### src/rtl/mac_sequencer.sv
// Control sequencer for the 16x16 MAC core: clear, weight load, data stream,
// then a per-row COMP / wait / present loop that drains every result row.
module mac_sequencer #(
  parameter int unsigned LANES   = 16,
  parameter int unsigned DEPTH   = 32,
  parameter int unsigned AW      = 5,
  parameter int unsigned RW      = 4,
  parameter int unsigned MAC_LAT = 3,
  parameter int unsigned OUT_LAT = 2
) (
  input  logic             Clk,
  input  logic             resetN,
  input  logic             start,
  input  logic             abort,
  input  logic [AW-1:0]    numTaps,
  input  logic [LANES-1:0] laneMask,
  input  logic             wValid,
  output logic             wReady,
  input  logic             dValid,
  output logic             dReady,
  output logic             resValid,
  input  logic             resReady,
  output logic [RW-1:0]    resRow,
  output logic             macWE,
  output logic             macNewData,
  output logic             macComp,
  output logic [RW-1:0]    macRow,
  output logic [AW-1:0]    macAddr,
  output logic [LANES-1:0] macAddrEn,
  output logic [LANES-1:0] macReset,
  output logic             busy,
  output logic             done
);

  // Tap count needs one extra bit so that DEPTH itself is representable.
  localparam int unsigned TW     = AW + 1;
  localparam int unsigned LatMax = (MAC_LAT > OUT_LAT) ? MAC_LAT : OUT_LAT;
  localparam int unsigned LW     = (LatMax > 1) ? $clog2(LatMax + 1) : 1;

  typedef enum logic [3:0] {
    StIdle,
    StClear,
    StLoad,
    StCompute,
    StSettle,
    StDrain,
    StWait,
    StPresent,
    StDone
  } stateT;

  stateT            stateQ, stateD;
  logic [TW-1:0]    tapsQ, tapsD;
  logic [LANES-1:0] maskQ, maskD;
  logic [AW-1:0]    wCntQ, wCntD;
  logic [AW-1:0]    dCntQ, dCntD;
  logic [LW-1:0]    latQ, latD;
  logic [RW-1:0]    rowQ, rowD;
  logic             abortedQ, abortedD;

  logic [TW-1:0]    lastIdx;
  logic             wLast, dLast, wHs, dHs;

  // State and counter registers; reset is asynchronous and abandons any tile in flight.
  always_ff @(posedge Clk or negedge resetN) begin
    if (!resetN) begin
      stateQ   <= StIdle;
      tapsQ    <= '0;
      maskQ    <= '0;
      wCntQ    <= '0;
      dCntQ    <= '0;
      latQ     <= '0;
      rowQ     <= '0;
      abortedQ <= 1'b0;
    end else begin
      stateQ   <= stateD;
      tapsQ    <= tapsD;
      maskQ    <= maskD;
      wCntQ    <= wCntD;
      dCntQ    <= dCntD;
      latQ     <= latD;
      rowQ     <= rowD;
      abortedQ <= abortedD;
    end
  end

  // Next-state and core control decode; abort overrides everything outside idle.
  always_comb begin
    stateD     = stateQ;
    tapsD      = tapsQ;
    maskD      = maskQ;
    wCntD      = wCntQ;
    dCntD      = dCntQ;
    latD       = latQ;
    rowD       = rowQ;
    abortedD   = abortedQ;
    wReady     = 1'b0;
    dReady     = 1'b0;
    resValid   = 1'b0;
    resRow     = '0;
    macWE      = 1'b0;
    macNewData = 1'b0;
    macComp    = 1'b0;
    macRow     = '0;
    macAddr    = '0;
    macAddrEn  = '0;
    macReset   = '0;
    done       = 1'b0;
    busy       = (stateQ != StIdle);

    lastIdx = tapsQ - 1'b1;
    wLast   = ({1'b0, wCntQ} == lastIdx);
    dLast   = ({1'b0, dCntQ} == lastIdx);
    // Ready is withdrawn under abort so a coincident handshake never takes place.
    wHs     = (stateQ == StLoad) && !abort && wValid;
    dHs     = (stateQ == StCompute) && !abort && dValid;

    unique case (stateQ)
      StIdle: begin
        if (start && !abort) begin
          tapsD  = (numTaps == '0) ? TW'(DEPTH) : {1'b0, numTaps};
          maskD  = laneMask;
          stateD = StClear;
        end
      end
      StClear: begin
        macReset = '1;
        wCntD    = '0;
        dCntD    = '0;
        latD     = '0;
        rowD     = '0;
        abortedD = 1'b0;
        stateD   = abortedQ ? StIdle : StLoad;
      end
      StLoad: begin
        wReady  = !abort;
        macWE   = wHs;
        macAddr = wCntQ;
        if (wHs) begin
          if (wLast) begin
            wCntD  = '0;
            stateD = StCompute;
          end else begin
            wCntD = wCntQ + 1'b1;
          end
        end
      end
      StCompute: begin
        dReady     = !abort;
        macNewData = dHs;
        macAddr    = dCntQ;
        macAddrEn  = maskQ;
        if (dHs) begin
          if (dLast) begin
            latD   = '0;
            stateD = StSettle;
          end else begin
            dCntD = dCntQ + 1'b1;
          end
        end
      end
      StSettle: begin
        if (latQ == LW'(MAC_LAT - 1)) begin
          latD   = '0;
          rowD   = '0;
          stateD = StDrain;
        end else begin
          latD = latQ + 1'b1;
        end
      end
      StDrain: begin
        macComp = 1'b1;
        macRow  = rowQ;
        latD    = '0;
        stateD  = StWait;
      end
      StWait: begin
        macRow = rowQ;
        if (latQ == LW'(OUT_LAT - 1)) begin
          latD   = '0;
          stateD = StPresent;
        end else begin
          latD = latQ + 1'b1;
        end
      end
      StPresent: begin
        resValid = 1'b1;
        resRow   = rowQ;
        macRow   = rowQ;
        if (resReady && !abort) begin
          if (rowQ == RW'(LANES - 1)) begin
            stateD = StDone;
          end else begin
            rowD   = rowQ + 1'b1;
            stateD = StDrain;
          end
        end
      end
      StDone: begin
        done   = !abort;
        stateD = StIdle;
      end
      default: stateD = StIdle;
    endcase

    if (abort && (stateQ != StIdle)) begin
      stateD   = StClear;
      abortedD = 1'b1;
    end
  end

endmodule

### config.mk
export PLATFORM = sky130hd
export DESIGN_NAME = mac_sequencer
export DESIGN_NICKNAME = d
export VERILOG_FILES = /design/src/rtl/mac_sequencer.sv
export SDC_FILE = /design/constraint.sdc
export NUM_CORES = 1
export LEC_CHECK = 0
export CAP_MARGIN = 40
export CORE_MARGIN = 2
export CORE_UTILIZATION = 51
export CTS_CLUSTER_SIZE = 28
export DETAILED_ROUTE_END_ITERATION = 10
export GPL_ROUTABILITY_DRIVEN = 0
export PLACE_DENSITY = 0.95
export SYNTH_ARGS = -nofsm -noshare
export SYNTH_HDL_FRONTEND = slang
export SYNTH_SLANG_ARGS = --single-unit
### constraint.sdc
create_clock -name Clk -period 3.52 [get_ports Clk]
set_clock_uncertainty 0.1 [all_clocks]
set_input_delay 1.056 -clock Clk [delete_from_list [all_inputs] [get_ports Clk]]
set_output_delay 1.056 -clock Clk [all_outputs]
set_load 0.01 [all_outputs]
# Yosys cells after proc, flatten, opt, wreduce, memory -nomap -nowiden
# Cells that the tools add are included.
[totals] register_bits=43 inputBits=28 elab_cells=107 output_inout_bits=53
[op_classes] addsub=5 n_eq_ne=28 mux=42 n_reduce_logical=24
[op_table] op="4-bit 2-to-1 mux" count=15
[op_table] op="16-bit 2-to-1 mux" count=2
[op_table] op="4-bit case mux with 8 select lines" count=1
[op_table] op="5-bit case mux with 2 select lines" count=3
[op_table] op="5-bit 2-to-1 mux" count=4
[op_table] op="4-bit by 3-bit == test with 1-bit output, second input constant" count=4
[op_table] op="2-bit inequality test, second input constant" count=7
[op_table] op="5-bit by 6-bit == test with 1-bit output" count=2
[op_table] op="3-bit by 2-bit inequality test with 1-bit output, second input constant" count=4
[op_table] op="3-bit inequality test, second input constant" count=4
[op_table] op="4-bit case mux with 3 select lines" count=1
[op_table] op="5-bit by 1-bit adder with 5-bit output, second input constant" count=2
[op_table] op="2-bit 2-to-1 mux" count=5
[op_table] op="1-bit 2-to-1 mux" count=9
[op_table] op="4-bit by 2-bit == test with 1-bit output, second input constant" count=2
[op_table] op="4-bit == test, second input constant" count=2
[op_table] op="2-bit case mux with 4 select lines" count=1
[op_table] op="8-bit AND reduction" count=1
[op_table] op="4-bit nonzero test" count=2
[op_table] op="1-bit logical AND" count=7
[op_table] op="6-bit 2-to-1 mux" count=1
[op_table] op="3-bit AND reduction" count=2
[op_table] op="2-bit nonzero test" count=3
[op_table] op="6-bit by 1-bit subtractor with 6-bit output, second input constant" count=1
[op_table] op="other kinds (13)" count=14

# Logic depth before layout (Yosys ltp)
[depth] ltp_word=6 ltp_mapped=8 ltp_nobuf=7

# Worst setup path before layout
# Ideal clock, no wire load.
[synth_path] kind="input to output" startpoint="in abort" endpoint="out macNewData" n_path_buf=1 stages=3 path_slack_ps=800 arrival_time_ps=1564 required_time_ps=2364 cell_sequence="inv_1 > and3_1 > clkbuf_1"
[synth_via] elab_chain_len=4
[synth_rtl] item="start: declaration" line_no="14" source="input logic abort,"
[synth_rtl] item="1-bit zero test" line_no="116" source="dHs = (stateQ == StCompute) && !abort && dValid;"
[synth_rtl] item="1-bit logical AND (2 in a row)" line_no="116"
[synth_rtl] item="1-bit 2-to-1 mux" line_no="118" source="unique case (stateQ)"
[synth_rtl] item="end: declaration" line_no="25" source="output logic macNewData,"
# No other way between the ends.

# Worst setup path after layout
[layout_path] startpoint="in wValid" endpoint="out macWE"
[layout_via] elab_chain_len=2
[layout_rtl] item="start: declaration" line_no="17" source="input logic wValid,"
[layout_rtl] item="1-bit logical AND" line_no="115" source="wHs = (stateQ == StLoad) && !abort && wValid;"
[layout_rtl] item="1-bit 2-to-1 mux" line_no="118"
[layout_rtl] item="end: declaration" line_no="24" source="output logic macWE,"
# No other way between the ends.

==> flow_summary_export.csv <==
group,metric,value,unit
power,vdd_drop_max,0.000360,V
sta,clock.fmax,291,MHz
floorplanning,rows,26,
critical_path,cp-start-kind,"input port",
critical_path,cp-end-kind,"output port",
floorplanning,core_area,0.00514,mm2
sta,slew_headroom,0.545,
place,dp_slack,-0.0896,ns
final_layout,syn2layout_area_growth,34.9,%
clock_tree,clock_latency,0.29,ns
floorplanning,fp.dieH,77.1,um
place,dpl.hpwl,4960,um
place,placed_area,0.00355,mm2
final_layout,nets,392,
yosys,syn_nets,319,
yosys,syn_area_per_cell,9.50,um2
place,placed_cells,421,
final_layout,finalNonFillerCells,431,
clock_tree,cts_hold_buf,0,
drt,wire_per_inst,15.5,um
yosys,async_flop_share,1.00,
drt,drt_pass1_iterations,4,
yosys,synth_seq_area_share,0.394,
job,maxCapViolCount,0,
sta,timing.final.crit_period,3.44,ns
yosys,yosys_warnings,0,
clock_tree,cts_tree,"yes",
clock_tree,htreeDepth,2,
critical_path,critPathLaunch,"wValid",
sta,slew_viol_final,0,
place,numPortBuffers,80,
floorplanning,ios,81,
critical_path,arrival,2.29,ns
floorplanning,fp.dieW,77.1,um
critical_path,cp_max_fo,3,
clock_tree,clk_pin_slew,0.08,ns
drt,ant_nets,0,
grt,grtUsageTotal,0.231,
grt,grt_max_degree,37,
grt,antenna_found_initial,0,
final_layout,fin_area,0.00368,mm2
critical_path,critPathKind,"in -> out",
critical_path,cp.required,2.36,ns
drt,via_per_inst,5.63,
sta,setup_slack,0.0782,ns
floorplanning,dieArea,0.00595,mm2
drt,drt_iter0_drc,178,
drt,drc_errors,0,
power,total_leakage_power,1.57,nW
final_layout,antennaDiodeCount,0,
sta,hold_violations,0,
clock_tree,cts_root_buf,"clkbuf_8",
clock_tree,cts.sinks,43,
sta,worst_pin_slew,0.679,ns
final_layout,fin_util,0.716,
min_path,hold_class,"reg -> reg",
grt,grt_pass1_wl,11200,um
yosys,synth_edf_count,0,
grt,grt_overflow_total,0,
status,status,"finished clean",
critical_path,timing.rr.start,"tapsQ[0]",
yosys,yosysUniqueCellTypes,56,
final_layout,nFillCells,418,
sta,period_share,0.978,
yosys,synth_area,0.00273,mm2
grt,grt_pass1_vias,2384,
min_path,min_from,"maskQ[7]",
drt,vias,2426,
yosys,synthCells,287,
final_layout,layout-drive-gt1-share,0.161,
yosys,ys_ff_latch,43,
power,powerDensity,683,mW/mm2
sta,finalSetupViolations,0,
floorplanning,start_util,0.531,
clock_tree,clock_path_buffers,2,
clock_tree,cts_buffers,5,
yosys,synth_ff_type,"dfrtp_1",
drt,totalWireLength,6680,um
sta,whs,0.403,ns
## sequential cells by signal, summed over array words and instances, names as in the netlist
register and cells:
abortedQ 1, dCntQ 5, latQ 2, maskQ 16
rowQ 4, stateQ 4, tapsQ 6, wCntQ 5
## synth_stat cells, types with 2 or more instances
library cell	n	area [um2]
buf_1	2	7.51
dfrtp_1	43	1080
a21oi_1	11	55.1
xor2_1	7	61.3
nand3_1	5	25.0
clkbuf_1	11	41.3
nor2_1	13	48.8
o21ai_0	11	55.1
and3_1	3	18.8
nand4_1	4	25.0
and2_1	23	144
a22o_1	6	52.6
nand2b_1	4	25.0
nand2_1	23	86.3
o311ai_0	2	17.5
or2_2	4	25.0
nor2b_1	2	12.5
a21o_1	2	15.0
buf_4	15	113
nor3b_1	3	22.5
xnor2_1	7	61.3
mux2_2	21	236
or4_1	3	22.5
a211o_1	2	17.5
o31ai_1	2	15.0
nor4_1	2	12.5
a41o_1	2	20.0
a31oi_1	2	12.5
nor3_1	4	20.0
ha_1	4	50.1
inv_1	13	48.8
or3_1	2	12.5
mux2i_1	6	60.1
## placed cells by master, fill, tap and decap left out, drive strengths merged, types with 11 or more instances in the layout
cell type / n
clkdlybuf4s50: 76
dfrtp: 43
and2: 23
nand2: 23
mux2: 21
buf: 16
nor2: 13
inv: 13
o21ai: 12
a21oi: 11
## cell type report
type | instances | area, um2 | share of cell area
Clock buffer | 5 | 68.8 | 0.0187
Clock inverter | 3 | 43.8 | 0.0119
Inverter | 13 | 48.8 | 0.0133
Multi-Input combinational cell | 202 | 1440 | 0.390
Sequential cell | 43 | 1080 | 0.293
Tap cell | 70 | 87.6 | 0.0238
Timing Repair Buffer | 95 | 917 | 0.249
## metrics by stage
step	total power, W	setup TNS [ns]
6_report	0.00251	0
5_1_grt	0.00267	-0.00328
4_1_cts	0.00252	0
3_5_place_dp	0.00212	-0.210
3_3_place_gp	0.00206	-0.119
2_1_floorplan	0.00167	0
## kinds of logic (layout without fill, tap and decap cells)
kind of cell	Yosys count	after routing	synth area share
AND/OR/NAND/NOR	102	102	0.212
adder cells (fa/ha/maj)	4	4	0.0183
XOR/XNOR	14	14	0.0450
multiplexers	27	27	0.109
buffers and inverters	42	116	0.0789
AO/OA/AOI/OAI	55	55	0.142
flip-flops	43	43	0.394
## power breakdown
part	leakage (nW)	internal, W	switching (W)
logic	0.966	0.000728	0.000621
registers	0.550	0.000642	0.000131
clock network	0.0581	0.000211	0.000178
total	1.57	0.00158	0.000931
## path summary, 6_finish.rpt
check                                 end  slack [ns]  cells past startpoint
worst max-delay path                macWE        0.08                      3
worst min-delay path             maskQ[7]        0.40                      1
worst max register to register   wCntQ[2]        0.97                      7
worst min register to register   maskQ[7]        0.40                      1
max in group asynchronous       stateQ[1]        2.35                      2
min in group asynchronous        maskQ[5]        0.50                      1
## repair_timing
item                       CTS  global route
setup endpoints to repair    4             4
resized for setup            4             1
setup buffers                0             2
## critical path, stage by stage
cell and delay (ns):
clkdlybuf4s50_1 0.51, and3_1 0.19, clkdlybuf4s50_1 0.54
## per-layer routing
metal / wire, um / vias up / part of all wire / GRT usage
met3: 445 / 5 / 0.067 / 0.0576
met4: 23 / 0 / 0.0034 / 0.0429
met5: 0 / - / 0 / 0
met1: 2880 / 1178 / 0.43 / 0.294
li1: - / 1153 / - / -
met2: 3330 / 90 / 0.50 / 0.400
No activity file was read; power rests on OpenSTA's default activity.
